[src/rtl/noc_pkg.sv]
`default_nettype none
// ============================================================================
// Module   : noc_pkg
// Purpose  : Shared NoC packet layout, packet types and arbiter state encoding.
// Revision : 1.0
// ============================================================================
package noc_pkg;

    localparam int PKT_W    = 13;
    localparam int TYPE_MSB = 12;
    localparam int TYPE_LSB = 11;
    localparam int TAG_MSB  = 10;
    localparam int TAG_LSB  = 8;
    localparam int PAY_MSB  = 7;
    localparam int PAY_LSB  = 0;

    typedef enum logic [1:0] {
        PKT_DATA = 2'b00,
        PKT_CTRL = 2'b01,
        PKT_RESP = 2'b10,
        PKT_RSVD = 2'b11
    } pkt_type_e;

    typedef struct packed {
        pkt_type_e   ptype;
        logic [2:0]  tag;
        logic [7:0]  payload;
    } noc_packet_t;

    typedef enum logic [0:0] {
        ARB_IDLE = 1'b0,
        ARB_OWN  = 1'b1
    } arb_state_e;

    function automatic logic is_rsvd(input noc_packet_t pkt);
        return pkt.ptype == PKT_RSVD;
    endfunction

endpackage
`default_nettype wire

[src/rtl/rr_pick.sv]
`default_nettype none
// ============================================================================
// Module   : rr_pick
// Purpose  : Combinational round-robin first-valid search starting at ptr.
// Revision : 1.0
// ============================================================================
module rr_pick #(
    parameter  int NUM_SRC = 4,
    localparam int IDX_W   = (NUM_SRC > 1) ? $clog2(NUM_SRC) : 1
) (
    input  logic [NUM_SRC-1:0] req,
    input  logic [IDX_W-1:0]   ptr,
    output logic [IDX_W-1:0]   idx,
    output logic               found
);

    always_comb begin
        idx   = '0;
        found = 1'b0;
        for (int k = 0; k < NUM_SRC; k++) begin
            if (!found && req[(int'(ptr) + k) % NUM_SRC]) begin
                found = 1'b1;
                idx   = IDX_W'((int'(ptr) + k) % NUM_SRC);
            end
        end
    end

endmodule
`default_nettype wire

[src/rtl/noc_src_arbiter.sv]
`default_nettype none
// ============================================================================
// Module   : noc_src_arbiter
// Purpose  : Round-robin, burst-limited share of the router injection port;
//            reserved-type packets are dropped and counted.
// Revision : 1.0
// ============================================================================
module noc_src_arbiter #(
    parameter  int NUM_SRC   = 4,
    parameter  int PKT_W     = 13,
    parameter  int MAX_BURST = 4,
    localparam int IDX_W     = (NUM_SRC > 1) ? $clog2(NUM_SRC) : 1
) (
    input  logic                     clk,
    input  logic                     rst,
    input  logic [NUM_SRC-1:0]       req_valid,
    output logic [NUM_SRC-1:0]       req_ready,
    input  logic [NUM_SRC*PKT_W-1:0] req_packet,
    output logic                     out_valid,
    input  logic                     out_ready,
    output logic [PKT_W-1:0]         out_packet,
    output logic [IDX_W-1:0]         grant_id,
    output logic [7:0]               drop_cnt
);
    import noc_pkg::*;

    localparam logic [3:0] c_burst_lim = 4'(MAX_BURST);

    arb_state_e         state_q, state_d;
    logic [IDX_W-1:0]   owner_q, owner_d;
    logic [IDX_W-1:0]   rr_ptr_q, rr_ptr_d;
    logic [3:0]         burst_cnt_q, burst_cnt_d;
    logic               out_valid_q, out_valid_d;
    logic [PKT_W-1:0]   out_packet_q, out_packet_d;
    logic [IDX_W-1:0]   grant_id_q, grant_id_d;
    logic [7:0]         drop_cnt_q, drop_cnt_d;

    logic               w_slot_free;
    logic               w_keep;
    logic               w_release;
    logic [IDX_W-1:0]   w_owner_next;
    logic [IDX_W-1:0]   w_pick_ptr;
    logic [IDX_W-1:0]   w_pick_idx;
    logic               w_pick_found;
    logic [IDX_W-1:0]   w_sel;
    logic               w_sel_found;
    logic               w_accept;
    logic [PKT_W-1:0]   w_sel_pkt;
    logic               w_sel_rsvd;

    // The owner holds the grant until it idles or exhausts its burst; after
    // that the search restarts just past it so every source gets a turn.
    always_comb begin
        w_slot_free  = !out_valid_q || out_ready;
        w_owner_next = (owner_q == IDX_W'(NUM_SRC - 1)) ? '0 : owner_q + IDX_W'(1);
        w_keep       = (state_q == ARB_OWN) && req_valid[owner_q] && (burst_cnt_q < c_burst_lim);
        w_release    = (state_q == ARB_OWN) && !w_keep;
        w_pick_ptr   = (state_q == ARB_OWN) ? w_owner_next : rr_ptr_q;
        w_sel        = w_keep ? owner_q : w_pick_idx;
        w_sel_found  = w_keep || w_pick_found;
        w_accept     = rst && w_slot_free && w_sel_found;
        w_sel_pkt    = req_packet[int'(w_sel)*PKT_W +: PKT_W];
        w_sel_rsvd   = is_rsvd(noc_packet_t'(w_sel_pkt));
    end

    rr_pick #(
        .NUM_SRC (NUM_SRC)
    ) u_rr_pick (
        .req   (req_valid),
        .ptr   (w_pick_ptr),
        .idx   (w_pick_idx),
        .found (w_pick_found)
    );

    always_comb begin
        req_ready = '0;
        if (w_accept) begin
            req_ready[w_sel] = 1'b1;
        end
    end

    always_comb begin
        state_d     = state_q;
        owner_d     = owner_q;
        rr_ptr_d    = rr_ptr_q;
        burst_cnt_d = burst_cnt_q;
        if (w_release) begin
            rr_ptr_d    = w_owner_next;
            burst_cnt_d = '0;
            state_d     = ARB_IDLE;
        end
        if (w_accept) begin
            state_d     = ARB_OWN;
            owner_d     = w_sel;
            burst_cnt_d = (w_keep ? burst_cnt_q : 4'd0) + 4'd1;
        end
    end

    // Reserved packets are consumed like any other accept but never occupy the slot.
    always_comb begin
        out_valid_d  = out_valid_q;
        out_packet_d = out_packet_q;
        grant_id_d   = grant_id_q;
        drop_cnt_d   = drop_cnt_q;
        if (w_slot_free) begin
            out_valid_d = 1'b0;
        end
        if (w_accept) begin
            if (w_sel_rsvd) begin
                if (drop_cnt_q != 8'hFF) begin
                    drop_cnt_d = drop_cnt_q + 8'd1;
                end
            end else begin
                out_valid_d  = 1'b1;
                out_packet_d = w_sel_pkt;
                grant_id_d   = w_sel;
            end
        end
    end

    always_ff @(posedge clk) begin
        if (!rst) begin
            state_q      <= ARB_IDLE;
            owner_q      <= '0;
            rr_ptr_q     <= '0;
            burst_cnt_q  <= '0;
            out_valid_q  <= 1'b0;
            out_packet_q <= '0;
            grant_id_q   <= '0;
            drop_cnt_q   <= '0;
        end else begin
            state_q      <= state_d;
            owner_q      <= owner_d;
            rr_ptr_q     <= rr_ptr_d;
            burst_cnt_q  <= burst_cnt_d;
            out_valid_q  <= out_valid_d;
            out_packet_q <= out_packet_d;
            grant_id_q   <= grant_id_d;
            drop_cnt_q   <= drop_cnt_d;
        end
    end

    assign out_valid  = out_valid_q;
    assign out_packet = out_packet_q;
    assign grant_id   = grant_id_q;
    assign drop_cnt   = drop_cnt_q;

endmodule
`default_nettype wire

[config.mk]
export PLATFORM = sky130hd
export DESIGN_NAME = noc_src_arbiter
export DESIGN_NICKNAME = d
export VERILOG_FILES = /design/src/rtl/noc_pkg.sv /design/src/rtl/rr_pick.sv /design/src/rtl/noc_src_arbiter.sv
export SDC_FILE = /design/constraint.sdc
export NUM_CORES = 1
export LEC_CHECK = 0
export BUFFER_PORTS_ARGS = -buffer_cell sky130_fd_sc_hd__buf_2
export CAP_MARGIN = 10
export CORE_AREA = 5 5 101 56
export DETAILED_ROUTE_END_ITERATION = 12
export DIE_AREA = 0 0 106 61
export HOLD_SLACK_MARGIN = 0.08
export PLACE_DENSITY_LB_ADDON = 0.15
export SETUP_SLACK_MARGIN = 0.15
export SLEW_MARGIN = 30
export SYNTH_ARGS = -nofsm -noshare
export SYNTH_HDL_FRONTEND = slang
export SYNTH_SLANG_ARGS = --single-unit
[constraint.sdc]
create_clock -name clk -period 3.5 [get_ports clk]
set_input_delay 0.175 -clock clk [delete_from_list [all_inputs] [get_ports clk]]
set_output_delay 0.175 -clock clk [all_outputs]
set_load 0.01 [all_outputs]
* After elaboration in Yosys (flattened, before gate mapping) *
Cells that the tools add are included.

operators by class
  bitwise operators = 4
  reductions and logical operators = 22
  magnitude comparators = 8
  shift-type cells = 1
  equal/unequal tests = 3
  multiplexer cells = 35
  multipliers = 1
  add/subtract/negate cells = 6

operators by type and width
  kind                   count
  $shiftx A52 B7 Y13     1
  $mux W1                18
  $mux W4                4
  $mux W2                7
  $lt A3 B4 Y1 const B   3
  $bmux W1 S2            5
  $logic_and A1 B1 Y1    9
  $lt A2 B3 Y1 const B   3
  $add A8 B1 Y8 const B  1
  $ne A8 B8 Y1 const B   1
  $mul A2 B4 Y6 const B  1
  $reduce_or A2 Y1       3
  $logic_not A1 Y1       5
  $add A2 B1 Y2 const B  2
  $add A2 B2 Y2 const B  2
  $add A4 B1 Y4 const B  1
  $eq A2 B2 Y1 const B   2
  $lt A4 B3 Y1 const B   1
  $and A1 B1 Y1 const A  3
  $reduce_and A3 Y1      1
  $demux W1 S2           1
  $ge A2 B1 Y1 const B   1
  $logic_or A1 B1 Y1     2
  $reduce_and A2 Y1      1
  2 further kinds        2

word-level totals
  bits of input ports = 59
  bits in registers = 33
  output and inout bits = 28
  logic and storage cells = 88

* Logic depth before layout (Yosys ltp) *
  depth in word-level cells = 23
  gate-level depth with buffers = 11
  depth with buffers taken out = 9

* Modules after synthesis *
Synthesis repeated with hierarchy kept, for this count alone.

unflattened totals
  cell total of the unflattened synthesis = 246
  area total of the unflattened synthesis = 2083.2 um2

by module, submodules not included
  module           area each (um2)  sequential area each (um2)  cells each  times used
  noc_src_arbiter  2005.7           660.6                       231         1
  rr_pick          77.6             0.0                         15          1

* Worst setup path after synthesis *
No wires, ideal clock.

  path type = register -> register
  from = register owner_q[1]
  to = register drop_cnt_q[3] (netlist: drop_cnt[3])
  period minus slack after synthesis = 2.916 ns
  stages on the path, launching flop included = 11
  setup slack = 0.584 ns
  buffers on the path = 1
  arrival time = 2.845 ns
  required time = 3.429 ns
  library setup time = 0.071 ns
  path through = dfxtp_1 -> ha_1 -> mux2_4 -> or4b_1 -> nand4_2 -> mux2i_1 -> nor4_2 -> or2_1 -> buf_6 -> or4_1 -> a21oi_1

between the ends
  cells in the longest elaborated chain, start to end = 20

RTL lines
  what                                                                      RTL line                      RTL
  start, declared                                                           noc_src_arbiter.sv:30         logic [IDX_W-1:0] owner_q, owner_d;
  start signal, assigned                                                    noc_src_arbiter.sv:133        owner_q <= owner_d;
  $add A2 B1 Y2 / $eq A2 B2 Y1 (equally long branches)                      noc_src_arbiter.sv:55         w_owner_next = (owner_q == IDX_W'(NUM_SRC - 1)) ? '0 : owner_q + IDX_W'(1);
  $mux W2 (*)                                                               noc_src_arbiter.sv:55
  net w_owner_next[1]                                                       noc_src_arbiter.sv:41         logic [IDX_W-1:0] w_owner_next;
  $mux W2 (*)                                                               noc_src_arbiter.sv:58         w_pick_ptr = (state_q == ARB_OWN) ? w_owner_next : rr_ptr_q;
  $add A2 B1 Y2 / $bmux W1 S2 (equally long branches)                       rr_pick.sv:21, rr_pick.sv:23
  $bmux W1 S2 / $mux W1 (equally long branches)                             rr_pick.sv:21                 if (!found && req[(int'(ptr) + k) % NUM_SRC]) begin
  $mux W1 (implied by the code)                                             rr_pick.sv:21
  $mux W1 (implied by the code) / $logic_not A1 Y1 (equally long branches)  rr_pick.sv:21
  (+5 left out)                                                             n/a
  $logic_not A1 Y1                                                          rr_pick.sv:21
  $logic_and A1 B1 Y1                                                       rr_pick.sv:21
  $mux W2                                                                   rr_pick.sv:21
  $mux W2                                                                   noc_src_arbiter.sv:59         w_sel = w_keep ? owner_q : w_pick_idx;
  $mul A2 B4 Y6                                                             noc_src_arbiter.sv:62         w_sel_pkt = req_packet[int'(w_sel)*PKT_W +: PKT_W];
  $shiftx A52 B7 Y13                                                        noc_src_arbiter.sv:62
  $eq A2 B2 Y1                                                              noc_pkg.sv:36                 return pkt.ptype == PKT_RSVD;
  $reduce_and A3 Y1 (no source line) (*)                                    n/a
  end signal, assigned                                                      noc_src_arbiter.sv:139        drop_cnt_q <= drop_cnt_d;
  end, declared                                                             noc_src_arbiter.sv:36         logic [7:0] drop_cnt_q, drop_cnt_d;

Mark *: on every way through the listed nets, which the timed path passes. The rest lies on a longest branch. The select of a mux whose other input is x is not followed.
A chain may end at the register's enable or synchronous reset.

* Final worst setup path *
  from = register owner_q[1]
  to = output req_ready[2]

between the ends
  cells in the longest elaborated chain, start to end = 21

RTL lines
  what                                                                       RTL line                      RTL
  $add A2 B1 Y2 / $eq A2 B2 Y1 (equally long branches)                       noc_src_arbiter.sv:55
  $mux W2 (*)                                                                noc_src_arbiter.sv:55
  net w_owner_next[1]                                                        noc_src_arbiter.sv:41
  $mux W2 (*)                                                                noc_src_arbiter.sv:58
  $add A2 B1 Y2 / $bmux W1 S2 (equally long branches)                        rr_pick.sv:21, rr_pick.sv:23
  $bmux W1 S2 / $mux W1 (equally long branches)                              rr_pick.sv:21
  $mux W1 (implied by the code)                                              rr_pick.sv:21
  $mux W1 (implied by the code) / $logic_not A1 Y1 (equally long branches)   rr_pick.sv:21
  (+6 left out)                                                              n/a
  $logic_and A1 B1 Y1                                                        rr_pick.sv:21
  $mux W2                                                                    rr_pick.sv:21
  $mux W2                                                                    noc_src_arbiter.sv:59
  $lt A2 B3 Y1 (implied by the code) / $ge A2 B1 Y1 (equally long branches)  noc_src_arbiter.sv:78         req_ready[w_sel] = 1'b1;
  $logic_and A1 B1 Y1 (implied by the code)                                  noc_src_arbiter.sv:78
  $mux W1 (implied by the code)                                              noc_src_arbiter.sv:78
  $demux W1 S2                                                               noc_src_arbiter.sv:78
  $mux W4 (*)                                                                noc_src_arbiter.sv:77         if (w_accept) begin
  end, declared                                                              noc_src_arbiter.sv:17         output logic [NUM_SRC-1:0] req_ready,

Marked as above.

==> impl_metrics.ini <==
[die]
fp.dieArea_um2 = 6470
row_count = 18
die_w_um = 106
die_h_um = 61
initial_core_util = 0.464
core_area_um2 = 4680
ios = 87

[route]
wirelength_mm = 6.30
wl_per_cell_um = 16.1
top_layer = met4
routed_via_density = 5.67
m1WireLength_mm = 3.15
num_vias = 2211
dr_wl_met2_mm = 2.58
drtPass1Iterations = 4
route.met3.wl_um = 521
drc = 0
dr.first_iter.drc_count = 94
ant_nets = 0

[critical_path]
cp-startpoint = owner_q[1]
cp_max_fo = 14
cp-start-kind = flip-flop
regToRegStartpoint = owner_q[1]
endpoint_kind = primary output
worstPathArrival_ps = 2980
worstSetupPathType = reg2out
worstPathRequired_ps = 3320

[sta]
finalMaxSlewViolations = 0
min_period_ps = 3160
hold_violations = 0
timing.final.crit_share = 0.902
setup_tns_ps = 0
skew_ps = 6.96
fmaxAchievable_mhz = 317
layout_setup_ws_ps = 342
whs_ps = 198
rsz0062_at_grt = false
max_slew.worst_pin.slew_ps = 954
slew_headroom = 0.364
setup_viol = 0

[hold_path]
hp-class = in2reg
worstHoldStart = rst

[run]
cap_violations = 0

[global_route]
grt_overflow = 0
track_usage = 0.186
grt_max_degree = 30
grt_pass1_vias = 1913
grt_pass1_wl_mm = 9.53
antenna_found_initial = 0

[pwr]
p_total_mw = 1.63
p_leak_nw = 1.35
power_density_nw_per_um2 = 591
vdd_drop_max_v = 0.000312

[finish]
nNetsFinal = 391
final_core_util = 0.588
drive_gt1_frac = 0.352
fin_cells = 390
syn2layout_area_growth_pct = 26.5
num_antenna_cells = 0
fin_area_um2 = 2750

[synth]
yosysWarnings = 0
synth_ff_type = dfxtp_1
synth_enable_flop_cells = 0
ys_ff_latch = 33
syn_nets = 308
async_flop_share = 0
synth_area_leaders = dfxtp_1 30%, mux2i_1 22%, nor2_1 4.3%, a21oi_1 3.2%, nand2_1 3.1%
syn_inst = 246
ys_types = 54
seq_area_frac_synth = 0.304
syn_area_um2 = 2180
avgSynthCellArea_um2 = 8.84
yosysTopAreaCell = dfxtp_1
synth_top_area_frac = 0.304

[placement]
post-place-cells = 382
port_buffers = 86
place_ws_ps = 233
postPlaceCellArea_um2 = 2630
place.gp.congestion = 0.889
hpwl_mm = 5.01

[clock_tree]
tritoncts = done
cts_hold_buf = 0
numCtsBuffers = 5
h-tree-depth = 2
clock_latency_ps = 290
root_buffer = clkbuf_8
clkSinkCount = 33
cts_buffer_depth = 2
clkTransAtPathRegs_ps = 80

[outcome]
status = complete, no violations
==> synthesized netlist by cell type (all sizes together) (2+ instances only) <==
master,number
nand2,19
o311ai,2
nand2b,3
inv,5
clkbuf,6
or2,3
nor3,3
a2bb2oi,2
o211a,2
a211oi,3
ha,3
nand3b,2
nor2,25
buf,8
o31a,2
or4,3
and2,3
nor2b,2
nor3b,4
o31ai,4
dfxtp,33
a21oi,14
o21ai,8
or3,3
mux2i,48
nand3,8
o22ai,3
nand4,3
and3,5
mux2,6
==> worst max-delay path, stage by stage, from the launching register on <==
cell,delay (ps)
dfxtp_1,460
ha_1,310
mux2_4,300
or4b_1,480
nand4_2,150
o21ai_2,260
or2_2,410
nor2_1,150
buf_2,160
==> report_power, final <==
part	switching [mW]	internal [mW]
clock network	0.156	0.213
logic	0.421	0.351
registers	0.0494	0.438
==> registers in the layout (all words and copies together), names as in the netlist <==
name and cells:
rr_ptr_q 2, owner_q 2, out_valid 1, burst_cnt_q 4
grant_id 2, state_q 1, drop_cnt 8, out_packet 13
==> routing by layer <==
layer	track usage	vias to the layer above
li1	-	1071
met1	0.279	1053
met2	0.249	80
met3	0.0744	7
met4	0.0332	0
met5	0	-
==> area by class of cell <==
class,count,area [µm²]
Inverter,5,18.8
Clock buffer,5,68.8
Multi-Input combinational cell,194,1420
Clock inverter,3,46.3
Timing Repair Buffer,90,460
Tap cell,60,75.1
Sequential cell,33,662
Fill cell,429,1930
==> cells by family (layout without fill, tap and decap cells) <==
family | Yosys count | count (layout) | share of synthesized area
simple gates | 90 | 90 | 0.225
buf+inv | 19 | 103 | 0.0471
flops | 33 | 33 | 0.304
fa+ha+maj | 3 | 3 | 0.0173
mux | 55 | 55 | 0.264
compound gates | 46 | 46 | 0.143
==> cell usage in the layout, fill, tap and decap left out, drive strengths merged, types with 6 or more instances in the layout <==
cell type   n
nand2      19
o21ai       8
mux2        6
nor2       25
nand3       8
dfxtp      33
mux2i      48
a21oi      14
buf        90
==> final timing paths <==
kind	end	slack [ps]	cells after the start
max	req_ready[2]	340	8
min	out_packet[11]	200	2
max reg2reg	drop_cnt[7]	360	9
min reg2reg	out_packet[12]	460	2
==> repair_timing <==
action,CTS,global route
buffers inserted,0,0
endpoints found under the setup margin,0,8
gates resized for setup,0,2
(Power assumes the default switching activity.)
